File: src/rtl/display_scan_capture.sv
// Receiver for the multiplexed 4-digit display bus: debounces each strobe/segment
// pattern, decodes 7-segment codes to BCD and publishes complete 4-digit frames.
module display_scan_capture #(
  parameter int unsigned SETTLE         = 2,
  parameter bit          SEG_ACTIVE_LOW = 1'b0
) (
  input  logic        clk,
  input  logic        reset,
  input  logic        D1,
  input  logic        D2,
  input  logic        D3,
  input  logic        D4,
  input  logic [6:0]  seg,
  output logic [15:0] digits,
  output logic        frame_valid,
  output logic        seg_err,
  output logic        sel_err
);

  localparam logic [3:0] SETTLE_C  = 4'(SETTLE);
  localparam logic [3:0] SETTLE_M1 = 4'(SETTLE - 1);
  localparam logic [6:0] SEG_XOR   = SEG_ACTIVE_LOW ? 7'h7F : 7'h00;

  // Returns {valid, bcd}; bit0 of code is segment a.
  function automatic logic [4:0] seg_decode(input logic [6:0] code);
    logic [4:0] r;
    case (code)
      7'h3F:   r = 5'h10;
      7'h06:   r = 5'h11;
      7'h5B:   r = 5'h12;
      7'h4F:   r = 5'h13;
      7'h66:   r = 5'h14;
      7'h6D:   r = 5'h15;
      7'h7D:   r = 5'h16;
      7'h07:   r = 5'h17;
      7'h7F:   r = 5'h18;
      7'h6F:   r = 5'h19;
      default: r = 5'h00;
    endcase
    return r;
  endfunction

  logic [10:0] pat_d, pat_q;
  logic [3:0]  cnt_d, cnt_q;
  logic [3:0]  seen_d, seen_q;
  logic [15:0] shadow_d, shadow_q;
  logic [15:0] digits_d, digits_q;
  logic        fv_d, fv_q;
  logic        seg_pend_d, seg_pend_q;
  logic        sel_pend_d, sel_pend_q;
  logic        seg_err_d, seg_err_q;
  logic        sel_err_d, sel_err_q;
  logic        stable_s;
  logic        sample_s;
  logic [3:0]  strb_s;
  logic [4:0]  dec_s;

  // Next-state logic: settle counter, strobe classification, decode and frame assembly.
  always_comb begin
    pat_d      = {D1, D2, D3, D4, seg ^ SEG_XOR};
    stable_s   = (pat_d == pat_q);
    // Fires only on the transition into SETTLE, so a held pattern is sampled once.
    sample_s   = stable_s && (cnt_q == SETTLE_M1);
    strb_s     = pat_q[10:7];
    dec_s      = seg_decode(pat_q[6:0]);
    cnt_d      = cnt_q;
    seen_d     = seen_q;
    shadow_d   = shadow_q;
    digits_d   = digits_q;
    fv_d       = 1'b0;
    seg_pend_d = 1'b0;
    sel_pend_d = 1'b0;
    seg_err_d  = seg_pend_q;
    sel_err_d  = sel_pend_q;

    if (!stable_s) begin
      cnt_d = 4'd0;
    end else if (cnt_q != SETTLE_C) begin
      cnt_d = cnt_q + 4'd1;
    end else begin
      cnt_d = cnt_q;
    end

    if (seen_q == 4'b1111) begin
      digits_d = shadow_q;
      fv_d     = 1'b1;
      seen_d   = 4'b0000;
    end else begin
      digits_d = digits_q;
    end

    if (sample_s) begin
      case (strb_s)
        4'b0000: begin
          seen_d = seen_d;
        end
        4'b1000, 4'b0100, 4'b0010, 4'b0001: begin
          if (dec_s[4]) begin
            for (int i = 0; i < 4; i++) begin
              if (strb_s[i]) begin
                shadow_d[i*4 +: 4] = dec_s[3:0];
                seen_d[i]          = 1'b1;
              end else begin
                seen_d[i] = seen_d[i];
              end
            end
          end else begin
            seg_pend_d = 1'b1;
          end
        end
        default: begin
          sel_pend_d = 1'b1;
        end
      endcase
    end else begin
      seen_d = seen_d;
    end
  end

  // State and output registers.
  always_ff @(posedge clk or posedge reset) begin
    if (reset) begin
      pat_q      <= 11'd0;
      cnt_q      <= 4'd0;
      seen_q     <= 4'b0000;
      shadow_q   <= 16'h0000;
      digits_q   <= 16'h0000;
      fv_q       <= 1'b0;
      seg_pend_q <= 1'b0;
      sel_pend_q <= 1'b0;
      seg_err_q  <= 1'b0;
      sel_err_q  <= 1'b0;
    end else begin
      pat_q      <= pat_d;
      cnt_q      <= cnt_d;
      seen_q     <= seen_d;
      shadow_q   <= shadow_d;
      digits_q   <= digits_d;
      fv_q       <= fv_d;
      seg_pend_q <= seg_pend_d;
      sel_pend_q <= sel_pend_d;
      seg_err_q  <= seg_err_d;
      sel_err_q  <= sel_err_d;
    end
  end

  assign digits      = digits_q;
  assign frame_valid = fv_q;
  assign seg_err     = seg_err_q;
  assign sel_err     = sel_err_q;

endmodule

File: config.mk
export PLATFORM = sky130hd
export DESIGN_NAME = display_scan_capture
export DESIGN_NICKNAME = d
export VERILOG_FILES = /design/src/rtl/display_scan_capture.sv
export SDC_FILE = /design/constraint.sdc
export NUM_CORES = 1
export LEC_CHECK = 0
export ABC_AREA = 1
export ABC_CLOCK_PERIOD_IN_PS = 1900
export CORE_MARGIN = 2
export CORE_UTILIZATION = 25
export DETAILED_ROUTE_END_ITERATION = 10
export HOLD_SLACK_MARGIN = 0.05
export MAX_ROUTING_LAYER = met4
export PLACE_DENSITY_LB_ADDON = 0.25
export SLEW_MARGIN = 30
export SYNTH_ARGS = -nofsm -noshare
export SYNTH_HDL_FRONTEND = slang
export SYNTH_SLANG_ARGS = --single-unit
File: constraint.sdc
create_clock -name clk -period 1.9 [get_ports clk]
set_input_delay 0.285 -clock clk [delete_from_list [all_inputs] [get_ports clk]]
set_output_delay 0.285 -clock clk [all_outputs]
set_load 0.02 [all_outputs]
==> flow_metrics.py <==
metrics = {
    "placed_design": {
        "placement.cell_area_sq_um": 3154,
        "placed_cells_incl_taps": 466,
        "preCtsSetupSlack_ns": -0.2414,
        "hpwlAfterDp_microns": 3939,
        "place.gp.congestion": 0.7926,
        "quantity_of_i_o_buffers_inserted_on_ports": 31,
    },
    "setup_path": {
        "critical_path_arrival_ns": 1.93,
        "critPathLaunchType": "primary input",
        "timing.setup.critical_path_class": "in2reg",
        "path_max_fanout": 6,
        "worst-endpoint-required_ns": 2.11,
        "cp-end-kind": "flip-flop",
    },
    "cells_and_area": {
        "final_layout_size_suffix_gt1_share_pct": 11.18,
        "mostFrequentLayoutCell": "sky130_fd_sc_hd__nand2_1",
        "layout.cells.most_common_list": "sky130_fd_sc_hd__nand2_1, sky130_fd_sc_hd__dfrtp_1, sky130_fd_sc_hd__inv_1",
        "syn2layout_area_growth_pct": 24.44,
        "finish.cell_count_without_fillers": 476,
        "nNetsFinal": 355,
        "diodes": 0,
        "layout.cell_area.non_filler_sq_um": 3262,
        "multiInputGateArea_sq_um": 1025,
        "layout.filler_cells": 1074,
        "finish.utilization_pct": 31.88,
        "sequential_cell_area_sq_um": 1403,
    },
    "floorplan": {
        "fp.coreArea_sq_um": 10230,
        "area_of_the_die_sq_um": 11320,
        "fp-row-count": 37,
        "die_w_microns": 106.4,
        "start_util_pct": 25.62,
        "io_pins": 32,
        "fp.dieH_microns": 106.4,
    },
    "power": {
        "cellPowerDensity_nw_per_um2": 626.6,
        "cellLeakagePower_nw": 1.551,
        "irDropWorstVdd_uv": 308.4,
    },
    "synthesis": {
        "synthCells": 298,
        "avg_synthesized_cell_area_sq_um": 8.796,
        "synth_sequential_area_ratio_pct": 53.46,
        "post_synth_fa_ha_maj_area_fraction_pct": 1.432,
        "ys_seq_elements": 56,
        "xor_xnor_portion_of_the_synthesized_cell_area_pct": 2.673,
        "share_of_the_synthesized_area_in_compound_gates_ao_oa_aoi_oai_pct": 9.451,
        "synth_top_cell_by_area": "sky130_fd_sc_hd__dfrtp_1",
        "post_synth_num_cell_types": 24,
        "synth_top_area_share_pct": 53.46,
        "synth_simple_gate_area_share_pct": 25.54,
        "synth.area.mux_share_pct": 0,
        "post_synth_main_area_contributors": "sky130_fd_sc_hd__dfrtp_1, sky130_fd_sc_hd__nand2_1, sky130_fd_sc_hd__inv_1, sky130_fd_sc_hd__o21bai_1, sky130_fd_sc_hd__o21ai_0",
        "post_synth_instance_area_sq_um": 2621,
        "synth.yosys.warnings": 0,
        "syn_nets": 314,
        "synth_top_family_by_area": "simple AND/OR/NAND/NOR gates",
    },
    "sta": {
        "final_setup_margin_ns": 0.1804,
        "finalClockSkew_ns": 0.01341,
        "share_of_the_clock_period_used_by_the_worst_path_pct": 90.50,
        "final.setup.tns_ns": 0,
        "grt_setup_unrepaired": "false",
        "worst-slew-pin-transition_ns": 0.4349,
        "hold_viol_final": 0,
        "timing.max_slew.rel_slack_pct": 70.96,
        "setup_violations": 0,
        "drv_slew": 0,
        "fmax_mhz": 581.5,
        "fin_crit_ns": 1.720,
    },
    "global_route": {
        "antenna_found_initial": 0,
        "grt_max_degree": 26,
        "grt_pass1_wl_microns": 9411,
        "grt_overflow": 0,
        "grt_use_total_pct": 10.57,
        "first_global_vias": 1887,
    },
    "clock_network": {
        "clock_sink_count": 56,
        "tritoncts": "built",
        "cts.reportedPaths.clkPinSlew_ns": 0.11,
        "worst_skew_pair.late_latency_ns": 0.31,
        "cts_made_buffers": 5,
        "cts.hold.buffers_added": 0,
        "clock_path_buffers": 2,
        "clk_root_buffer_cell": "sky130_fd_sc_hd__clkbuf_8",
        "cts.htree.levels": 2,
    },
    "route": {
        "route.detailed.wl_per_inst_microns": 11.17,
        "detailroute.via_count": 1974,
        "detail_route.first_pass.iterations": 4,
        "drt-initial-drc-count": 59,
        "wirelength_microns": 5317,
        "drc_errors": 0,
        "route.detailed.vias_per_inst": 4.147,
        "drt.antenna.violating_nets": 0,
    },
    "status": {
        "status": "finished clean",
    },
    "run": {
        "cap_violations": 0,
    },
    "worst_hold_path": {
        "holdCritPathClass": "in2async",
    },
}
==> repair_timing <==
action                                  in CTS  in global routing
setup buffers                                0                  2
resized for setup                            0                  1
endpoints found under the setup margin       0                 11
==> cell families (layout without fill, tap and decap cells) <==
family / after synthesis / count (layout)
AOI/OAI and AO/OA: 41 / 41
xor gates and xnor gates: 8 / 8
adders and majority gates: 3 / 3
buffers and inverters: 48 / 90
DFF: 56 / 56
and+or+nand+nor: 142 / 142
==> worst max-delay path, stage by stage <==
cell	delay, ns
sky130_fd_sc_hd__clkdlybuf4s50_1	0.50
sky130_fd_sc_hd__inv_1	0.05
sky130_fd_sc_hd__nand2_1	0.05
sky130_fd_sc_hd__nand2_1	0.05
sky130_fd_sc_hd__nor2_1	0.15
sky130_fd_sc_hd__nand2_1	0.11
sky130_fd_sc_hd__nor2_4	0.17
sky130_fd_sc_hd__nand4_1	0.28
sky130_fd_sc_hd__o21bai_1	0.23
sky130_fd_sc_hd__nand2_1	0.06
==> where the power goes <==
group	internal [mW]	switching, mW	total (mW)
combinational	0.0619	0.0838	0.146
sequential	1.20	0.0166	1.22
clock	0.266	0.413	0.679
total	1.53	0.513	2.04
==> metal layers <==
layer / track usage, % / up-vias / wire [microns]
met5: - / - / 0
met4: 2.538 / 0 / 2
met3: 2.085 / 2 / 183
met2: 15.93 / 32 / 2452
met1: 14.67 / 917 / 2678
li1: - / 1023 / -
==> flip-flops by register name, summed over array words and instances (netlist names) <==
signal	count
cnt_q	4
digits	16
frame_valid	1
pat_q	11
seen_q	4
seg_err	1
seg_err_d	1
sel_err	1
sel_err_d	1
shadow_q	16
==> worst paths after layout <==
| check | endpoint | slack [ns] | cells past startpoint | start |
|---|---|---|---|---|
| worst max-delay path | shadow_q[3]$_DFFE_PP0P_ | 0.18 | 10 | seg[6] |
| max in group asynchronous | shadow_q[4]$_DFFE_PP0P_ | 1.13 | 3 | reset |
| min in group clk | seg_err$_DFF_PP0_ | 0.36 | 0 | seg_err_d$_DFF_PP0_ |
| worst min register to register | seg_err$_DFF_PP0_ | 0.36 | 0 | seg_err_d$_DFF_PP0_ |
| worst min-delay path | seg_err_d$_DFF_PP0_ | 0.28 | 2 | reset |
| worst max register to register | shadow_q[3]$_DFFE_PP0P_ | 0.20 | 8 | pat_q[6]$_DFF_PP0_ |
==> through the flow <==
step           hold WS (ns)  power, mW
2_1_floorplan        0.3164      1.324
3_3_place_gp         0.3355      1.390
3_5_place_dp         0.3364      1.391
4_1_cts              0.2974      2.089
5_1_grt              0.3099      2.147
6_report             0.2819      2.044
==> Yosys cell counts (all sizes together) <==
master,n
o21bai,16
a21oi,1
dfrtp,56
xnor2,7
o21ai,23
nor3b,2
clkbuf,3
nor3,1
xor2,1
ha,3
nand2,83
inv,42
buf,3
a211oi,1
nand4,7
nor2,26
nand3,23
==> final cells by class <==
cell class              count  share of cell area, %
clock inverters             3                 0.6904
clock buffers               5                  2.110
multi-input cells         194                  31.42
flip-flops and latches     56                  43.00
inverters                  42                  4.833
repair buffers             40                  12.73
well taps                 136                  5.217
(Power assumes the default switching activity.)
==> variant (config.mk and constraints unchanged) <==
Remove the register `sel_err_q`: a continuous assignment takes its place, so the output `sel_err` follows one clock earlier.
--- a/src/rtl/display_scan_capture.sv
+++ b/src/rtl/display_scan_capture.sv
@@ -131,3 +131,2 @@
       seg_err_q  <= 1'b0;
-      sel_err_q  <= 1'b0;
     end else begin
@@ -142,5 +141,6 @@
       seg_err_q  <= seg_err_d;
-      sel_err_q  <= sel_err_d;
     end
   end
+
+  assign sel_err_q = sel_err_d;
 
Behaviour: not the same (a bounded check fails within 4 cycles, from zero or initial values and one cycle with reset high).
==> variant against the original RTL <==
Synthesized area fell by 2.1%. Combinational power down 6%. Routed wire length up 0.60%. Utilization grew 0.37 points. Global-route usage fell by 0.10 points. Final area down 2.5%. Sequential cell count down 1. Total power down 2.0%. Clock power decreased by 2%. First-iteration DRC count is 22% lower. Setup slack gained 0.028 ns. Largest cell class unchanged.
==> variant: results (changes against the original RTL) <==
stage;metric;value;unit;change
grt;grt_util_all_layers;0.1047;;was 0.1057
placed_design;post-place-ws;-0.1869;ns;was -0.2414 ns
setup_path;startpoint;seg[5];;was seg[6]
timing;worstMarginPinSlew;0.3474;ns;was 0.4349 ns
timing;whs;0.2494;ns;was 0.2819 ns
setup_path;r2r-end;shadow_q[1];;was shadow_q[3]
grt;use_met2;0.1516;;was 0.1593
setup_path;worstRegToRegCells;9;;was 8
outcome;status;finished, final reports clean;;unchanged
setup_path;regToRegSetupSlack;0.24;ns;was 0.20 ns
final_layout;final_nets;353;;was 355
drt;met1_length;2783;microns;was 2678 microns
synthesis;synth_area_leaders;dfrtp_1, nand2_1, inv_1;;unchanged
power_and_ir_drop;peakVddDrop;255.7;uV;was 308.4 uV
placed_design;place.gp.congestion;0.8368;;was 0.7926
grt;grt_use_met3;0.02350;;was 0.02085
final_layout;clock_area_frac;0.02831;;was 0.02800
final_layout;n_all_buffers;39;;was 40
timing;setup_slack;0.2087;ns;was 0.1804 ns
grt;grt_pass1_vias;1807;;was 1,887
synthesis;synth_cells;297;;was 298
synthesis;synthTopCellsByCount;nand2_1, dfrtp_1, inv_1;;unchanged
grt;grt_max_degree;42;;was 26
placed_design;post_dp_cell_area;3084;sq um;was 3154 sq um
final_layout;n_fill_cell;1046;;was 1,074
## variant: cell count changes after synthesis, moves of 2 or more
cell / before / now
nor2_2: 4 / 6
o21ai_0: 23 / 21
nor2_4: 5 / 1
nand2_1: 79 / 83
inv_1: 38 / 34
## variant: report_power, final
part,switching [mW],internal (mW),leakage [nW]
clock network,0.401,0.266,0.0454
logic,0.0801,0.0565,0.896
registers,0.0180,1.18,0.576
total,0.499,1.50,1.52
## variant: logic make-up after synthesis
| kind of cell | count (synthesis) | share of synthesized area |
|---|---|---|
| adder cells (fa/ha/maj) | 3 | 0.01462 |
| buffers and inverters | 46 | 0.07407 |
| flip-flops | 55 | 0.5361 |
| XOR/XNOR | 8 | 0.02729 |
| AND/OR/NAND/NOR | 145 | 0.2534 |
| AO/OA/AOI/OAI | 40 | 0.09454 |
## variant: worst max-delay path: cells and delay by family
kind / cells / cell delay, ns
AND/OR/NAND/NOR: 7 / 0.85
buffers and inverters: 2 / 0.55
AO/OA/AOI/OAI: 1 / 0.22
